**src/rtl/ring_counter_pkg.sv**
```systemverilog
// Shared constants and helpers for the parametrised ring/Johnson counter.
package ring_counter_pkg;

    localparam logic MODE_RING    = 1'b0;
    localparam logic MODE_JOHNSON = 1'b1;
    localparam logic DIR_LEFT     = 1'b0;
    localparam logic DIR_RIGHT    = 1'b1;

    // Anchor state: only the LSB set, legal in both ring and Johnson modes.
    function automatic logic [31:0] anchor_of(input int unsigned width);
        logic [31:0] a;
        a = '0;
        if (width > 0) begin
            a[0] = 1'b1;
        end
        return a;
    endfunction

endpackage

```
**src/rtl/ring_counter_legal_chk.sv**
```systemverilog
// Combinational legality check of a counter state for ring or Johnson mode.
module ring_counter_legal_chk
    import ring_counter_pkg::*;
#(
    parameter int unsigned WIDTH = 4
)
(
    input  logic [WIDTH-1:0] q,
    input  logic             mode,
    output logic             legal
);

    logic [WIDTH-2:0] edges;

    // A set bit marks a boundary between adjacent bits of differing value.
    assign edges = q[WIDTH-2:0] ^ q[WIDTH-1:1];

    always_comb begin
        legal = 1'b0;
        if (mode == MODE_JOHNSON) begin
            legal = ($countones(edges) <= 1);
        end else begin
            legal = ($countones(q) == 1);
        end
    end

endmodule

```
**src/rtl/ring_counter_param.sv**
```systemverilog
// WIDTH-bit ring / Johnson shift counter with load, direction, self-correction,
// and registered wrap/err pulses.
module ring_counter_param
    import ring_counter_pkg::*;
#(
    parameter int unsigned WIDTH = 4
)
(
    input  logic             clk,
    input  logic             rst,
    input  logic             en,
    input  logic             mode,
    input  logic             dir,
    input  logic             load,
    input  logic [WIDTH-1:0] load_val,
    output logic [WIDTH-1:0] d_out,
    output logic             wrap,
    output logic             err
);

    localparam logic [WIDTH-1:0] ANCHOR = WIDTH'(anchor_of(WIDTH));

    logic [WIDTH-1:0] advance;
    logic [WIDTH-1:0] d_next;
    logic             fill;
    logic             legal;
    logic             wrap_next;
    logic             err_next;

    ring_counter_legal_chk #(
        .WIDTH (WIDTH)
    ) u_legal_chk (
        .q     (d_out),
        .mode  (mode),
        .legal (legal)
    );

    // Bit shifted in: the outgoing end bit, inverted in Johnson mode.
    always_comb begin
        fill    = 1'b0;
        advance = d_out;
        if (dir == DIR_LEFT) begin
            fill    = d_out[WIDTH-1] ^ (mode == MODE_JOHNSON);
            advance = {d_out[WIDTH-2:0], fill};
        end else begin
            fill    = d_out[0] ^ (mode == MODE_JOHNSON);
            advance = {fill, d_out[WIDTH-1:1]};
        end
    end

    // One action per clock: load, then correction, then advance, else hold.
    always_comb begin
        d_next    = d_out;
        wrap_next = 1'b0;
        err_next  = 1'b0;
        if (load) begin
            d_next = load_val;
        end else if (!legal) begin
            d_next   = ANCHOR;
            err_next = 1'b1;
        end else if (en) begin
            d_next    = advance;
            wrap_next = (advance == ANCHOR);
        end
    end

    always_ff @(posedge clk or posedge rst) begin
        if (rst) begin
            d_out <= ANCHOR;
            wrap  <= 1'b0;
            err   <= 1'b0;
        end else begin
            d_out <= d_next;
            wrap  <= wrap_next;
            err   <= err_next;
        end
    end

endmodule

```
**config.mk**
```make
export PLATFORM = sky130hd
export DESIGN_NAME = ring_counter_param
export DESIGN_NICKNAME = d
export VERILOG_FILES = /design/src/rtl/ring_counter_pkg.sv /design/src/rtl/ring_counter_legal_chk.sv /design/src/rtl/ring_counter_param.sv
export SDC_FILE = /design/constraint.sdc
export NUM_CORES = 1
export LEC_CHECK = 0
export ABC_AREA = 1
export CORE_AREA = 3 3 40 42
export DETAILED_ROUTE_END_ITERATION = 16
export DIE_AREA = 0 0 43 45
export HOLD_SLACK_MARGIN = 0.05
export PLACE_DENSITY = 0.7
export SYNTH_ARGS = -nofsm -noshare
export SYNTH_HDL_FRONTEND = slang
export SYNTH_HIERARCHICAL = 1
export SYNTH_SLANG_ARGS = --single-unit
```
**constraint.sdc**
```tcl
create_clock -name clk -period 3 [get_ports clk]
set_input_delay 0.45 -clock clk [delete_from_list [all_inputs] [get_ports clk]]
set_output_delay 0.45 -clock clk [all_outputs]
set_load 0.02 [all_outputs]
```
==> results.ini <==
[synthesis]
synthXorXnorAreaFrac_pct=1.62
yosysWarnings=6
most_common_cell_in_the_netlist=sky130_fd_sc_hd__nand2_1
dominant_combinational_cell_family_by_area_after_synthesis=simple AND/OR/NAND/NOR gates
synth_async_sr_flop_share_pct=100
synth_cell_type_count=17
synth_ff_type=sky130_fd_sc_hd__dfrtp_1
synth_seq_area_share_pct=27.9
synth_top_cell_area_share_pct=23.1
synth_instances=80
yosys-top-cells-count=sky130_fd_sc_hd__nand2_1 (25), sky130_fd_sc_hd__inv_1 (16), sky130_fd_sc_hd__nor2_1 (6)
synth-simple-area-share_pct=36.5
synth_enable_flop_cells=0
synth-seq-cells=6
postSynthNetCount=95
synth-compound-area-share_pct=8.55
post-synth-top-area-cell=sky130_fd_sc_hd__dfrtp_1
synthMuxAreaShare_pct=0
yosys.area_share.adder_pct=12.9
top_area_cells_in_the_synthesized_netlist=sky130_fd_sc_hd__dfrtp_1 (23%), sky130_fd_sc_hd__nand2_1 (17%), sky130_fd_sc_hd__inv_1 (11%)
syn_avg_cell_area_um2=6.77
mappedNetlistArea_um2=542

[timing]
finalHoldViolCount=0
fmax_mhz=395
finalWorstSetupSlack_ps=467
worst_slew_pin_slew_ps=279
final_critical_path_share_of_the_clock_period_pct=84.4
grt_setup_unrepaired=no
slew_headroom_pct=81.4
tns_ps=0
slew_viol_final=0
clock-skew-final_ps=0.632
fin_crit_ps=2530
setup_viol=0

[critical_path]
timing.critical_path.slowest_stage_cell=sky130_fd_sc_hd__dfstp_2
critPathCaptureType=register
criticalPathCategory=register to register
worst_ep_required_time_ps=3130
worst_ep_arrival_time_ps=2670
critPathLaunchType=register
critical_path.max_fanout=6
cp_cell_sequence=inv_1 > fa_1 > inv_1 > ha_1 > ha_1 > nand3b_1 > nand2_1 > nand2_4 > nor2_4 > inv_2 > nor2_2 > a21oi_2
timing.critical_path.slowest_cell_delay_ps=580
worstPathBufferInverterCount=3
cp_top_family=adder cells

[floorplanning]
chipHeight_um=45
floorplan.core_area_um2=1280
ioPinCount=16
initial_utilization_pct=42.2
die_span_in_x_um=43
row_count=13
floorplan.die_area_um2=1940

[place]
post_dp_cell_area_um2=711
io_buffer_count=15
detailedPlace.worstSlack_ps=455
finalWeightedCongestion=0.811
dp.final_hpwl_um=964

[power_and_ir_drop]
leakagePower_uw=0.000396
clkPwrFrac_pct=11.2
switchingPower_uw=370
combPwrFrac_pct=65.2
power.switching_fraction_pct=49.5
pwr-share-seq_pct=23.7
pwr_density_cell_nw_per_um2=1010
vdd.ir_drop.worst_uv=390
overall_power_of_the_completed_layout_uw=747
cell_internal_pwr_uw=377

[detailed_routing]
post-route-drc-count=0
detailroute.via_count=508
drt_pass1_iterations=3
drtIter0Drc=6
drt-vias-per-instance=4.46
wirelength_um=1220
ant_nets=0
routedWlPerCell_um=10.7

[clock_network]
clkTransAtPathRegs_ps=50
cts.hold.buffers_added=0
worst_skew_pair.late_latency_ps=250
clock_tree.root_cell=sky130_fd_sc_hd__clkbuf_4
cts_inserted_buffers=3
number_of_levels_the_h_tree_was_split_into=1
clockBufferDepth=2
cts_tree=built
cts_num_sinks=6
cts_resized=0
cts_setup_buffers=0

[finish]
layout-drive-gt1-share_pct=16.2
fin_area_um2=737
final_net_count=115
antenna-diode-count=0
flow.area_growth_from_synthesis_pct=36.0

[grt]
grt_use_total_pct=14.7
antenna_found_initial=0
remaining_global_route_overflow=0
first_global_vias=534
grt_start_max_net_pins=8
grt_pass1_wl_um=2100

[flow_run]
maxCapViolations=0

[run_status]
outcome=finished, final reports clean

[hold_path]
min-delay-path-class=primary input to asynchronous set/reset pin

-- per-stage QoR --
step	instances	util, %	hold WS (ps)
6_report	114	57.4	410
3_5_place_dp	110	55.3	506
5_1_grt	114	57.4	440
3_3_place_gp	110	55.3	498
2_1_floorplan	80	-	240
4_1_cts	114	57.4	420
-- cells in the final DEF (no fill, tap or decap), types with 2 or more instances in the layout --
cell / instances
sky130_fd_sc_hd__clkbuf_4: 3
sky130_fd_sc_hd__a21oi_2: 3
sky130_fd_sc_hd__inv_2: 2
sky130_fd_sc_hd__nor2_2: 5
sky130_fd_sc_hd__nand2_1: 25
sky130_fd_sc_hd__nand3_1: 4
sky130_fd_sc_hd__inv_1: 16
sky130_fd_sc_hd__clkdlybuf4s50_1: 15
sky130_fd_sc_hd__ha_1: 4
sky130_fd_sc_hd__nor2_1: 6
sky130_fd_sc_hd__a21oi_1: 3
sky130_fd_sc_hd__dfrtp_1: 5
-- logic make-up after synthesis --
| kind of cell | after synthesis |
|---|---|
| AO/OA/AOI/OAI | 7 |
| XOR/XNOR | 1 |
| adder cells (fa/ha/maj) | 5 |
| buffers and inverters | 18 |
| flip-flops | 6 |
| AND/OR/NAND/NOR | 43 |
-- sequential cells by signal, summed over array words and instances (netlist names) --
name / count
wrap: 1
err: 1
d_out: 4
-- worst paths after layout --
check                                       end  depth (start not counted)                  from  slack, ps
hold reg to reg            d_out[0]$_DFFE_PP1P_                          2  d_out[0]$_DFFE_PP1P_        510
setup reg to reg           d_out[2]$_DFFE_PP0P_                         12  d_out[0]$_DFFE_PP1P_        470
setup / recovery           d_out[2]$_DFFE_PP0P_                         12  d_out[0]$_DFFE_PP1P_        470
hold / removal             d_out[3]$_DFFE_PP0P_                          2                   rst        410
min in group clk           d_out[0]$_DFFE_PP1P_                          2  d_out[0]$_DFFE_PP1P_        510
max in group asynchronous  d_out[0]$_DFFE_PP1P_                          2                   rst       2340
-- area by class of cell --
cell class              instances  area (um^2)
clock buffers                   4         26.3
fillers                       127          548
repair buffers                 15          150
multi-input cells              56          323
inverters                      18         67.6
well taps                      15         18.8
flip-flops and latches          6          151
-- power groups by stage --
stage / clock network (uW) / registers, uW / logic [uW]
final: 83.5 / 177 / 487
after floorplan: 0 / 203 / 303
after global routing: 90.1 / 182 / 551
after CTS: 83.5 / 177 / 492
after detailed placement: 0 / 178 / 489
after global placement: 0 / 176 / 466
-- worst reg2reg max path: stages, from the launching register on --
cell                       delay [ps]
sky130_fd_sc_hd__dfstp_2          580
sky130_fd_sc_hd__inv_1             80
sky130_fd_sc_hd__fa_1             530
sky130_fd_sc_hd__inv_1             40
sky130_fd_sc_hd__ha_1             170
sky130_fd_sc_hd__ha_1             260
sky130_fd_sc_hd__nand3b_1         150
sky130_fd_sc_hd__nand2_1          170
sky130_fd_sc_hd__nand2_4           90
sky130_fd_sc_hd__nor2_4           150
sky130_fd_sc_hd__inv_2             80
sky130_fd_sc_hd__nor2_2            90
sky130_fd_sc_hd__a21oi_2           40
-- per-layer routing --
metal	global-route usage (%)	vias to the layer above	routed length [um]
li1	-	276	-
met1	15.5	210	540
met2	26.0	17	601
met3	2.39	5	43
met4	11.4	0	33
met5	0	-	0
No activity file was read; power rests on OpenSTA's default activity.
